## src/rtl/note_input_encoder.sv

```systemverilog
// Keyboard front end: synchronizes and debounces note keys and buttons, encodes a
// first-press mono note, tracks octave, and passes the ADSR selector through.
module note_input_encoder #(
  parameter logic [15:0] DEBOUNCE_CYCLES = 16'd50000
) (
  input  logic        iClock,
  input  logic        iResetn,
  input  logic [11:0] iKeys,
  input  logic        iOctUp,
  input  logic        iOctDn,
  input  logic        iAdsrUp,
  input  logic        iAdsrDn,
  input  logic [2:0]  iAdsrSel,
  output logic [3:0]  note,
  output logic        note_in,
  output logic        octave_plus_plus,
  output logic        octave_minus_minus,
  output logic        ADSR_plus_plus,
  output logic        ADSR_minus_minus,
  output logic [2:0]  ADSR_selector,
  output logic [2:0]  octave
);

  localparam int          NB       = 16;
  localparam logic [15:0] CNT_LAST = DEBOUNCE_CYCLES - 16'd1;

  typedef enum logic {IDLE, HELD} state_t;

  logic [NB-1:0]       w_raw;
  logic [NB-1:0]       r_sync1;
  logic [NB-1:0]       r_sync2;
  logic [NB-1:0]       r_db;
  logic [NB-1:0][15:0] r_cnt;
  logic [2:0]          r_sel1;
  logic [2:0]          r_sel2;
  state_t              r_state;
  logic [11:0]         w_keys_db;
  logic                w_up_rise;
  logic                w_dn_rise;

  // Bits 0..11 are keys, 12..15 are OctUp, OctDn, AdsrUp, AdsrDn.
  assign w_raw     = {iAdsrDn, iAdsrUp, iOctDn, iOctUp, iKeys};
  assign w_keys_db = r_db[11:0];

  // Registered button levels double as the previous db value for edge detection.
  assign w_up_rise = r_db[12] & ~octave_plus_plus;
  assign w_dn_rise = r_db[13] & ~octave_minus_minus;

  function automatic logic [3:0] lowest_key(input logic [11:0] k);
    lowest_key = 4'd0;
    for (int i = 11; i >= 0; i--) begin
      if (k[i]) lowest_key = 4'(i);
    end
  endfunction

  always_ff @(posedge iClock) begin
    if (!iResetn) begin
      r_sync1 <= '0;
      r_sync2 <= '0;
      r_db    <= '0;
      r_cnt   <= '0;
      r_sel1  <= '0;
      r_sel2  <= '0;
    end else begin
      r_sync1 <= w_raw;
      r_sync2 <= r_sync1;
      r_sel1  <= iAdsrSel;
      r_sel2  <= r_sel1;
      for (int b = 0; b < NB; b++) begin
        if (r_sync2[b] == r_db[b]) begin
          r_cnt[b] <= '0;
        end else if (r_cnt[b] == CNT_LAST) begin
          r_db[b]  <= r_sync2[b];
          r_cnt[b] <= '0;
        end else begin
          r_cnt[b] <= r_cnt[b] + 16'd1;
        end
      end
    end
  end

  // Mono note FSM: the first key pressed owns the note until every key is up.
  always_ff @(posedge iClock) begin
    if (!iResetn) begin
      r_state <= IDLE;
      note    <= 4'd0;
      note_in <= 1'b0;
    end else begin
      case (r_state)
        IDLE: begin
          if (|w_keys_db) begin
            r_state <= HELD;
            note    <= lowest_key(w_keys_db);
            note_in <= 1'b1;
          end
        end
        HELD: begin
          if (!(|w_keys_db)) begin
            r_state <= IDLE;
            note_in <= 1'b0;
          end
        end
        default: begin
          r_state <= IDLE;
          note_in <= 1'b0;
        end
      endcase
    end
  end

  always_ff @(posedge iClock) begin
    if (!iResetn) begin
      octave_plus_plus   <= 1'b0;
      octave_minus_minus <= 1'b0;
      ADSR_plus_plus     <= 1'b0;
      ADSR_minus_minus   <= 1'b0;
      ADSR_selector      <= 3'd0;
      octave             <= 3'd4;
    end else begin
      octave_plus_plus   <= r_db[12];
      octave_minus_minus <= r_db[13];
      ADSR_plus_plus     <= r_db[14];
      ADSR_minus_minus   <= r_db[15];
      ADSR_selector      <= r_sel2;
      if (w_up_rise && !w_dn_rise && octave != 3'd7) begin
        octave <= octave + 3'd1;
      end else if (w_dn_rise && !w_up_rise && octave != 3'd0) begin
        octave <= octave - 3'd1;
      end
    end
  end

endmodule

```

## config.mk

```make
export PLATFORM = sky130hd
export DESIGN_NAME = note_input_encoder
export DESIGN_NICKNAME = d
export VERILOG_FILES = /design/src/rtl/note_input_encoder.sv
export SDC_FILE = /design/constraint.sdc
export NUM_CORES = 1
export LEC_CHECK = 0
export BUFFER_PORTS_ARGS = -buffer_cell sky130_fd_sc_hd__clkbuf_2
export CORE_UTILIZATION = 40
export DETAILED_ROUTE_END_ITERATION = 10
export PLACE_DENSITY = 0.57
export SKIP_CTS_REPAIR_TIMING = 1
export SYNTH_ARGS = -nofsm -noshare
export SYNTH_HDL_FRONTEND = slang
export SYNTH_SLANG_ARGS = --single-unit
```

## constraint.sdc

```tcl
create_clock -name iClock -period 5.6 [get_ports iClock]
set_clock_uncertainty 0.1 [all_clocks]
set_input_delay 0.28 -clock iClock [delete_from_list [all_inputs] [get_ports iClock]]
set_output_delay 0.28 -clock iClock [all_outputs]
set_load 0.02 [all_outputs]
```

==> flow_metrics.py, run 1 <==
metrics = {
    "synth": {
        "synth_seq_cells": 326,
        "synth_edf_count": 0,
        "synthFlopType": "dfxtp_1",
        "syn_area_per_cell_sq_um": 9.03,
        "syn-num-nets": 1566,
        "ys_seq_area_share_pct": 47.3,
        "yosysWarnings": 0,
        "synthArstFlopShare_pct": 0,
        "synthesis.area_sq_um": 13800,
        "synth.distinct_cells": 54,
        "synth_cells": 1527,
    },
    "cells_and_area": {
        "ff_latch_area_sq_um": 6530,
        "antennaDiodeCount": 0,
        "areaGrowthSynthToFinish_pct": 15.3,
        "final_net_count": 1624,
        "drive_gt1_share_pct": 7.63,
        "final_common_cell": "dfxtp_1",
        "fill_cells": 3216,
        "final_cells": 2061,
        "post-route-util_pct": 47.2,
        "multiInputGateArea_sq_um": 6840,
        "layout_common_cells": "dfxtp_1, nor2_1, xnor2_1, nand3_1, nor4_1",
    },
    "floorplan": {
        "fp.coreArea_sq_um": 33700,
        "ios": 36,
        "die-area_sq_um": 35200,
        "die_h_microns": 188,
        "row_count": 67,
        "dieWidth_microns": 188,
        "floorplan.initialDensity_pct": 40.9,
    },
    "critical_path": {
        "max_stage_delay_ps": 890,
        "arrival_ps": 2800,
        "crit_slowest_cell": "o211ai_1",
        "crit_fanout": 15,
        "r2r_cells": 5,
        "start_kind": "register",
        "crit_path_end_kind": "register",
        "critPathRequiredTime_ps": 5840,
        "critPathKind": "reg -> reg",
        "worstPathCellList": "ha_1, nand3_1, or3_1, o211ai_1, nor2_1",
    },
    "pwr": {
        "irDropWorstVdd_mv": 0.219,
        "leakagePower_nw": 5.03,
        "power.density_nw_per_um2": 316,
    },
    "timing": {
        "setup_violations": 0,
        "period_needed_ps": 2560,
        "tightest_slew_ps": 1130,
        "finalMaxSlewViolations": 0,
        "hold_violations": 0,
        "period_share_pct": 45.7,
        "clock.fmax_ghz": 0.391,
        "fin_tns_setup_ps": 0,
        "slew_headroom_pct": 24.4,
        "rsz0062_at_grt": "false",
    },
    "global_route": {
        "grt_antenna_before_repair": 0,
        "grt.met2_usage_pct": 23.3,
        "use_met1_pct": 19.9,
        "grt_use_met3_pct": 3.09,
        "grt_pass1_wl_microns": 44500,
        "grt_max_degree": 56,
        "top_usage_layer": "met2",
        "first_global_vias": 9500,
        "grt_overflow": 0,
        "grt_use_total_pct": 14.7,
    },
    "drt": {
        "drc_errors": 0,
        "vias_per_cell": 4.92,
        "detail-route-antenna-nets": 0,
        "first_iter_violations": 493,
        "dr.pass1.iters": 4,
        "wire_per_inst_microns": 12.3,
        "vias": 10200,
        "wl_microns": 25300,
    },
    "cts": {
        "worst_skew_pair.late_latency_ps": 520,
        "clock_sinks": 326,
        "cts_root_buf": "clkbuf_16",
        "cts_buffers": 37,
        "htree_levels": 2,
        "cts.reportedPaths.clkPinSlew_ps": 60,
        "cts_max_path_buffers": 3,
        "cts_tree": "done",
    },
    "job": {
        "drv_cap": 0,
    },
    "placement": {
        "post-dp-hpwl_microns": 16700,
        "dpl.cell_count": 1975,
        "place.gp.congestion": 0.760,
        "io_buffers": 35,
    },
    "hold_path": {
        "holdPathStages": 2,
        "min_path_type": "in -> reg",
    },
    "status": {
        "status": "complete, no violations",
    },
}
[cell usage after synthesis (all sizes together) (2+ instances only)]
library cell | n | area [sq um]
nor4bb | 5 | 50.1
nand3 | 91 | 470
inv | 59 | 221
o31ai | 10 | 75.1
and2 | 46 | 288
and4 | 6 | 52.6
a21oi | 18 | 90.1
nor2 | 292 | 1100
nand2 | 71 | 267
nand3b | 4 | 30.0
nand4b | 7 | 61.3
or2 | 6 | 37.5
nor4 | 72 | 450
ha | 17 | 213
nor3 | 52 | 260
dfxtp | 326 | 6530
or4 | 16 | 131
xnor2 | 171 | 1500
or3 | 11 | 70.1
and4b | 2 | 20.0
or4b | 10 | 100
o211ai | 10 | 108
mux2i | 13 | 130
o41ai | 5 | 51.3
xor2 | 61 | 534
and3 | 15 | 93.8
nor4b | 6 | 52.6
buf | 17 | 119
nand2b | 8 | 50.1
clkbuf | 21 | 78.8
or4bb | 7 | 78.8
o21ai | 3 | 15.0
nand4 | 59 | 369
[where the power goes]
group	switching [mW]	leakage (nW)	internal (mW)
clock network	0.934	0.668	1.68
registers	0.00860	2.63	2.34
logic	0.0386	1.73	0.0278
total	0.982	5.03	4.05
[metal layers]
metal  part of all wire (%)  up-vias
met5                      0        -
met4                    2.0        0
met3                    3.8       44
met2                     44      117
met1                     51     4624
li1                       -     5365
[path summary, 6_finish.rpt]
path	end	slack, ps	from
worst max-delay path	r_cnt[201]	3040	r_cnt[192]
worst min-delay path	r_sel1[2]	200	iResetn
worst max register to register	r_cnt[201]	3040	r_cnt[192]
worst min register to register	r_sel2[0]	330	r_sel1[0]
[cells by family (layout without fill, tap and decap cells)]
logic type,after synthesis,after routing,share of synthesized area [%]
buffers and inverters,97,183,3.04
AOI/OAI and AO/OA,53,53,2.90
and+or+nand+nor,788,788,29.3
xor gates and xnor gates,232,232,14.7
muxes,13,13,0.944
DFF,326,326,47.3
adders and majority gates,18,18,1.69
[registers in the layout, summed over array words and instances, names as in the netlist]
name / flops
r_sync1: 16
ADSR_selector: 3
ADSR_plus_plus: 1
octave_plus_plus: 1
r_sel2: 3
r_sync2: 16
r_sel1: 3
note: 4
ADSR_minus_minus: 1
r_state: 1
octave_minus_minus: 1
r_cnt: 256
r_db: 16
note_in: 1
octave: 3
[per-stage QoR]
step	hold WS (ps)	area (sq um)	setup slack, ps	total power [mW]
3_5_place_dp	321	14300	3060	2.45
3_3_place_gp	316	14300	3150	2.45
2_1_floorplan	307	13800	3360	2.43
6_report	201	15900	3040	5.03
5_1_grt	224	15900	2750	5.22
4_1_cts	-153	15700	3000	5.10
[worst max-delay path: cells and delay by family (launching register included)]
family | cells | cell delay, ps
fa+ha+maj | 1 | 200
compound gates | 1 | 890
simple gates | 3 | 810
flops | 1 | 380
[cell type report]
class | instances | area share [%]
clock buffer | 54 | 7.12
clock inverter | 13 | 1.42
inverter | 59 | 1.39
multi-input combinational | 1104 | 43.0
sequential | 326 | 41.1
tap | 448 | 3.53
timing repair buffer | 57 | 2.46
(Power assumes the default switching activity.)
==> inputs of run 2 (changes only) <==
PLACE_DENSITY = 0.59   (was 0.57)
clock period = 2.2 ns   (was 5.6 ns; I/O delays follow)
==> run 2 against run 1 <==
  * Worst hold slack improved by 39 ps
  * Critical path depth is the same
  * Clock power up 130%
  * Clock-buffer cell count unchanged
  * Sequential power rose to 2.6 times the previous value
  * Flip-flop and latch count did not move
  * Critical path type unchanged
  * Global-route usage grew 0.34 points
  * Die area unchanged
  * Non-clock buffer count rose by 53
  * First-iteration DRC count grew 3.2%
  * Worst setup slack got worse by 2900 ps
  * Critical endpoint is now r_cnt[84]
  * Power grew 140%
==> flow_metrics.py, run 2 (same netlist as run 1, synthesis figures left out) <==
metrics = {
    "status": {
        "status": "complete, no violations",
    },
    "cts": {
        "clock_sinks": 326,
        "worst_skew_pair.late_latency_ps": 520,
        "cts.reportedPaths.clkPinSlew_ps": 60,
        "cts_root_buf": "clkbuf_16",
        "cts_buffers": 37,
        "cts_tree": "done",
        "htree_levels": 2,
        "cts_max_path_buffers": 3,
    },
    "timing": {
        "period_needed_ps": 2090,
        "fin_tns_setup_ps": 0,
        "setup_violations": 0,
        "worst_slack_ps": 111,
        "rsz0062_at_grt": "false",
        "slew_headroom_pct": 59.2,
        "period_share_pct": 95.0,
        "tightest_slew_ps": 610,
        "finalMaxSlewViolations": 0,
        "clock.fmax_ghz": 0.479,
        "hold_violations": 0,
    },
    "cells_and_area": {
        "largest_reg_flops": 256,
        "largest-register": "r_cnt",
        "final_common_cell": "dfxtp_1",
        "layout_common_cells": "dfxtp_1, nor2_1, xnor2_1, nand3_1",
        "drive_gt1_share_pct": 10.5,
        "areaGrowthSynthToFinish_pct": 17.7,
        "final_net_count": 1677,
        "antennaDiodeCount": 0,
        "fin_area_sq_um": 16200,
    },
    "pwr": {
        "power.density_nw_per_um2": 754,
        "leakagePower_nw": 5.26,
        "fin_total_pwr_mw": 12.2,
        "irDropWorstVdd_mv": 0.632,
    },
    "critical_path": {
        "crit_fanout": 15,
        "arrival_ps": 2390,
        "path_buf_inv": 1,
        "crit_slowest_cell": "or4_4",
        "start_kind": "register",
        "critPathRequiredTime_ps": 2500,
        "max_stage_delay_ps": 550,
        "critPathKind": "reg -> reg",
        "path_delay_family": "simple AND/OR/NAND/NOR gates",
        "worstPathCellList": "or4b_1, or4_4, o211ai_2, buf_4, nor2_1",
        "crit_path_end_kind": "register",
    },
    "drt": {
        "vias_per_cell": 4.93,
        "dr.pass1.iters": 5,
        "wire_per_inst_microns": 12.2,
        "wl_microns": 25800,
        "first_iter_violations": 509,
        "detail-route-antenna-nets": 0,
        "drc_errors": 0,
        "vias": 10400,
    },
    "global_route": {
        "first_global_vias": 9868,
        "grt_antenna_before_repair": 0,
        "grt_use_total_pct": 15.0,
        "grt_overflow": 0,
        "grt_pass1_wl_microns": 45600,
        "grt_max_degree": 43,
    },
    "hold_path": {
        "min_path_type": "in -> reg",
    },
    "floorplan": {
        "fp.coreArea_sq_um": 33700,
        "ios": 36,
        "die-area_sq_um": 35200,
        "row_count": 67,
        "floorplan.initialDensity_pct": 40.9,
        "dieWidth_microns": 188,
        "die_h_microns": 188,
    },
    "job": {
        "drv_cap": 0,
    },
    "placement": {
        "dp_slack_ps": 18.2,
        "post-dp-hpwl_microns": 17500,
        "place.gp.congestion": 0.802,
        "place_area_sq_um": 14800,
        "io_buffers": 35,
    },
}
## run 2: cell count changes in the layout (fill, tap and decap cells not counted), moves of 2 or more
cell | before | now
buf_12 | 0 | 4
clkbuf_1 | 5 | 7
buf_4 | 4 | 52
clkinv_2 | 4 | 9
clkbuf_8 | 10 | 8
bufinv_16 | 6 | 2
## run 2: report_power, final
part	switching [mW]	internal, mW
Sequential	0.0215	5.95
Clock	2.33	3.74
Combinational	0.100	0.0885
## run 2: metal layers
metal  vias to the layer above  GRT usage (%)  share of wire [%]
met1                      4768           19.5                 49
met4                         0           4.78                2.1
met2                       122           24.8                 46
met5                         -              0                  0
li1                       5479              -                  -
met3                        38           3.05                3.3
## run 2: area by class of cell
type                    count  area, sq um
repair buffers            110          841
flip-flops and latches    326         6530
fillers                  3173        17500
clock inverters            12          114
inverters                  59          221
clock buffers              54         1110
multi-input cells        1104         6850
well taps                 448          561
## run 2: per-stage QoR
stage | std cells | hold slack [ps] | utilization [%]
after detailed placement | 2027 | 221 | 43.9
after global routing | 2113 | 234 | 48.2
after floorplan | 1527 | 137 | -
final | 2113 | 239 | 48.2
after CTS | 2093 | -331 | 47.5
after global placement | 2027 | 215 | 43.9
## run 2: worst paths after layout
kind / from / endpoint / slack, ps / depth (start not counted)
worst max-delay path: r_cnt[87] / r_cnt[84] / 110 / 5
worst min-delay path: iOctDn / r_sync1[13] / 240 / 3
worst max register to register: r_cnt[87] / r_cnt[84] / 110 / 5
worst min register to register: r_sync1[2] / r_sync2[2] / 330 / 1
## run 2: worst register-to-register path: cells and delay by family, from the launching register on
family | cells | cell delay (ps)
and+or+nand+nor | 3 | 1150
AOI/OAI and AO/OA | 1 | 150
DFF | 1 | 350
buffers and inverters | 1 | 220
==> inputs of run 3 (changes only) <==
CORE_ASPECT_RATIO = 0.9   (was unset)
==> run 3 against run 2 <==
  * Design area shrank 0.35%
  * Die area did not move
  * Non-clock buffer count down 2
  * Flip-flop and latch count is the same
  * Register-to-register slack better by 30 ps
  * Sequential share of layout area up 0.15 points
  * Maximum frequency increased by 1.2%
  * Critical path depth shrank 1
  * Critical path type unchanged
==> flow_metrics.py, run 3 (same netlist as run 1, synthesis figures left out) <==
metrics = {
    "drt": {
        "detail-route-antenna-nets": 0,
        "wire_per_inst_microns": 12.3,
        "drc_errors": 0,
        "first_iter_violations": 461,
        "wl_microns": 26000,
        "vias_per_cell": 4.88,
        "vias": 10400,
        "dr.pass1.iters": 6,
    },
    "cells_and_area": {
        "final_common_cell": "dfxtp_1",
        "drive_gt1_share_pct": 10.2,
        "antennaDiodeCount": 0,
        "layout_common_cells": "dfxtp_1, nor2_1, xnor2_1, nand3_1, nor4_1",
        "post-route-util_pct": 47.6,
        "final_cells": 2121,
        "areaGrowthSynthToFinish_pct": 17.3,
        "largest_reg_flops": 256,
        "largest-register": "r_cnt",
        "final_net_count": 1675,
    },
    "critical_path": {
        "critPathRequiredTime_ps": 2480,
        "rr_startpoint": "r_cnt[4]",
        "critPathCapture": "r_cnt[0]",
        "reg2reg_slack_ps": 140,
        "crit_path_end_kind": "register",
        "critPathLaunch": "r_cnt[4]",
        "r2r_cells": 4,
        "arrival_ps": 2340,
        "critPathKind": "reg -> reg",
        "worstReg2RegEnd": "r_cnt[0]",
        "start_kind": "register",
        "crit_fanout": 15,
    },
    "timing": {
        "slew_headroom_pct": 61.1,
        "hold_violations": 0,
        "period_needed_ps": 2060,
        "period_share_pct": 93.8,
        "rsz0062_at_grt": "false",
        "clock.fmax_ghz": 0.485,
        "setup_violations": 0,
        "tightest_slew_ps": 582,
        "finalMaxSlewViolations": 0,
    },
    "floorplan": {
        "die_h_microns": 178,
        "floorplan.initialDensity_pct": 40.6,
        "ios": 36,
        "die-area_sq_um": 35200,
        "row_count": 64,
        "fp.coreArea_sq_um": 34000,
        "dieWidth_microns": 198,
    },
    "cts": {
        "clock_sinks": 326,
        "worst_skew_pair.late_latency_ps": 510,
        "cts_tree": "done",
        "cts_buffers": 37,
        "cts.reportedPaths.clkPinSlew_ps": 60,
        "htree_levels": 2,
        "cts_max_path_buffers": 3,
        "cts_root_buf": "clkbuf_16",
    },
    "placement": {
        "place.gp.congestion": 0.787,
        "dpl.cell_count": 2040,
        "io_buffers": 35,
        "post-dp-hpwl_microns": 17600,
    },
    "job": {
        "drv_cap": 0,
    },
    "hold_path": {
        "holdCritStartpoint": "iResetn",
        "holdPathStages": 4,
        "min_path_type": "in -> reg",
    },
    "pwr": {
        "leakagePower_nw": 5.21,
        "irDropWorstVdd_mv": 0.562,
        "power.density_nw_per_um2": 741,
    },
    "global_route": {
        "grt_overflow": 0,
        "grt_pass1_wl_microns": 44200,
        "first_global_vias": 9450,
        "grt_antenna_before_repair": 0,
        "grt_max_degree": 35,
        "grt_use_total_pct": 14.8,
    },
    "status": {
        "status": "complete, no violations",
    },
}
## run 3: through the flow
stage	cell area [sq um]	hold WS [ps]	power, mW	TNS [ps]	setup WS (ps)
after floorplan	13800	137	6.19	0	33.2
after global placement	14800	215	6.26	-204	-204
after detailed placement	14800	221	6.27	-259	-198
after CTS	16000	-317	12.2	-306	-220
after global routing	16200	29.7	12.4	0	28.3
final	16200	3.54	12.0	0	136
## run 3: power by group
group | total, mW | internal (mW) | switching, mW
clock network | 5.82 | 3.50 | 2.32
registers | 5.97 | 5.95 | 0.0221
logic | 0.189 | 0.0884 | 0.101
## run 3: layout make-up
cell class | instances | area (sq um)
clock buffers | 54 | 1080
clock inverters | 8 | 71.3
fillers | 3240 | 17800
inverters | 59 | 221
multi-input cells | 1104 | 6860
flip-flops and latches | 326 | 6530
well taps | 462 | 578
repair buffers | 108 | 840
## run 3: critical path, cell delays in order (launching register included)
cell and delay [ps]:
dfxtp_1 340, or4b_1 510, or4_1 610, nand3_2 280
nor2_1 90
## run 3: worst min-delay path by stage
stage / slack, ps / endpoint
detailed placement: 220 / r_sel1[2]
floorplan: 140 / r_sel1[0]
global route: 30 / octave[0]
CTS: -320 / r_sel1[0]
global placement: 220 / r_sel1[2]
finish: 4 / r_db[15]
## run 3: metal layers
metal  track usage, %  part of all wire [%]  vias to the layer above
li1                 -                     -                     5453
met1             20.3                    50                     4729
met2             23.3                    44                      115
met3             2.50                   2.8                       55
met4             5.81                   2.9                        0
met5                0                     0                        -
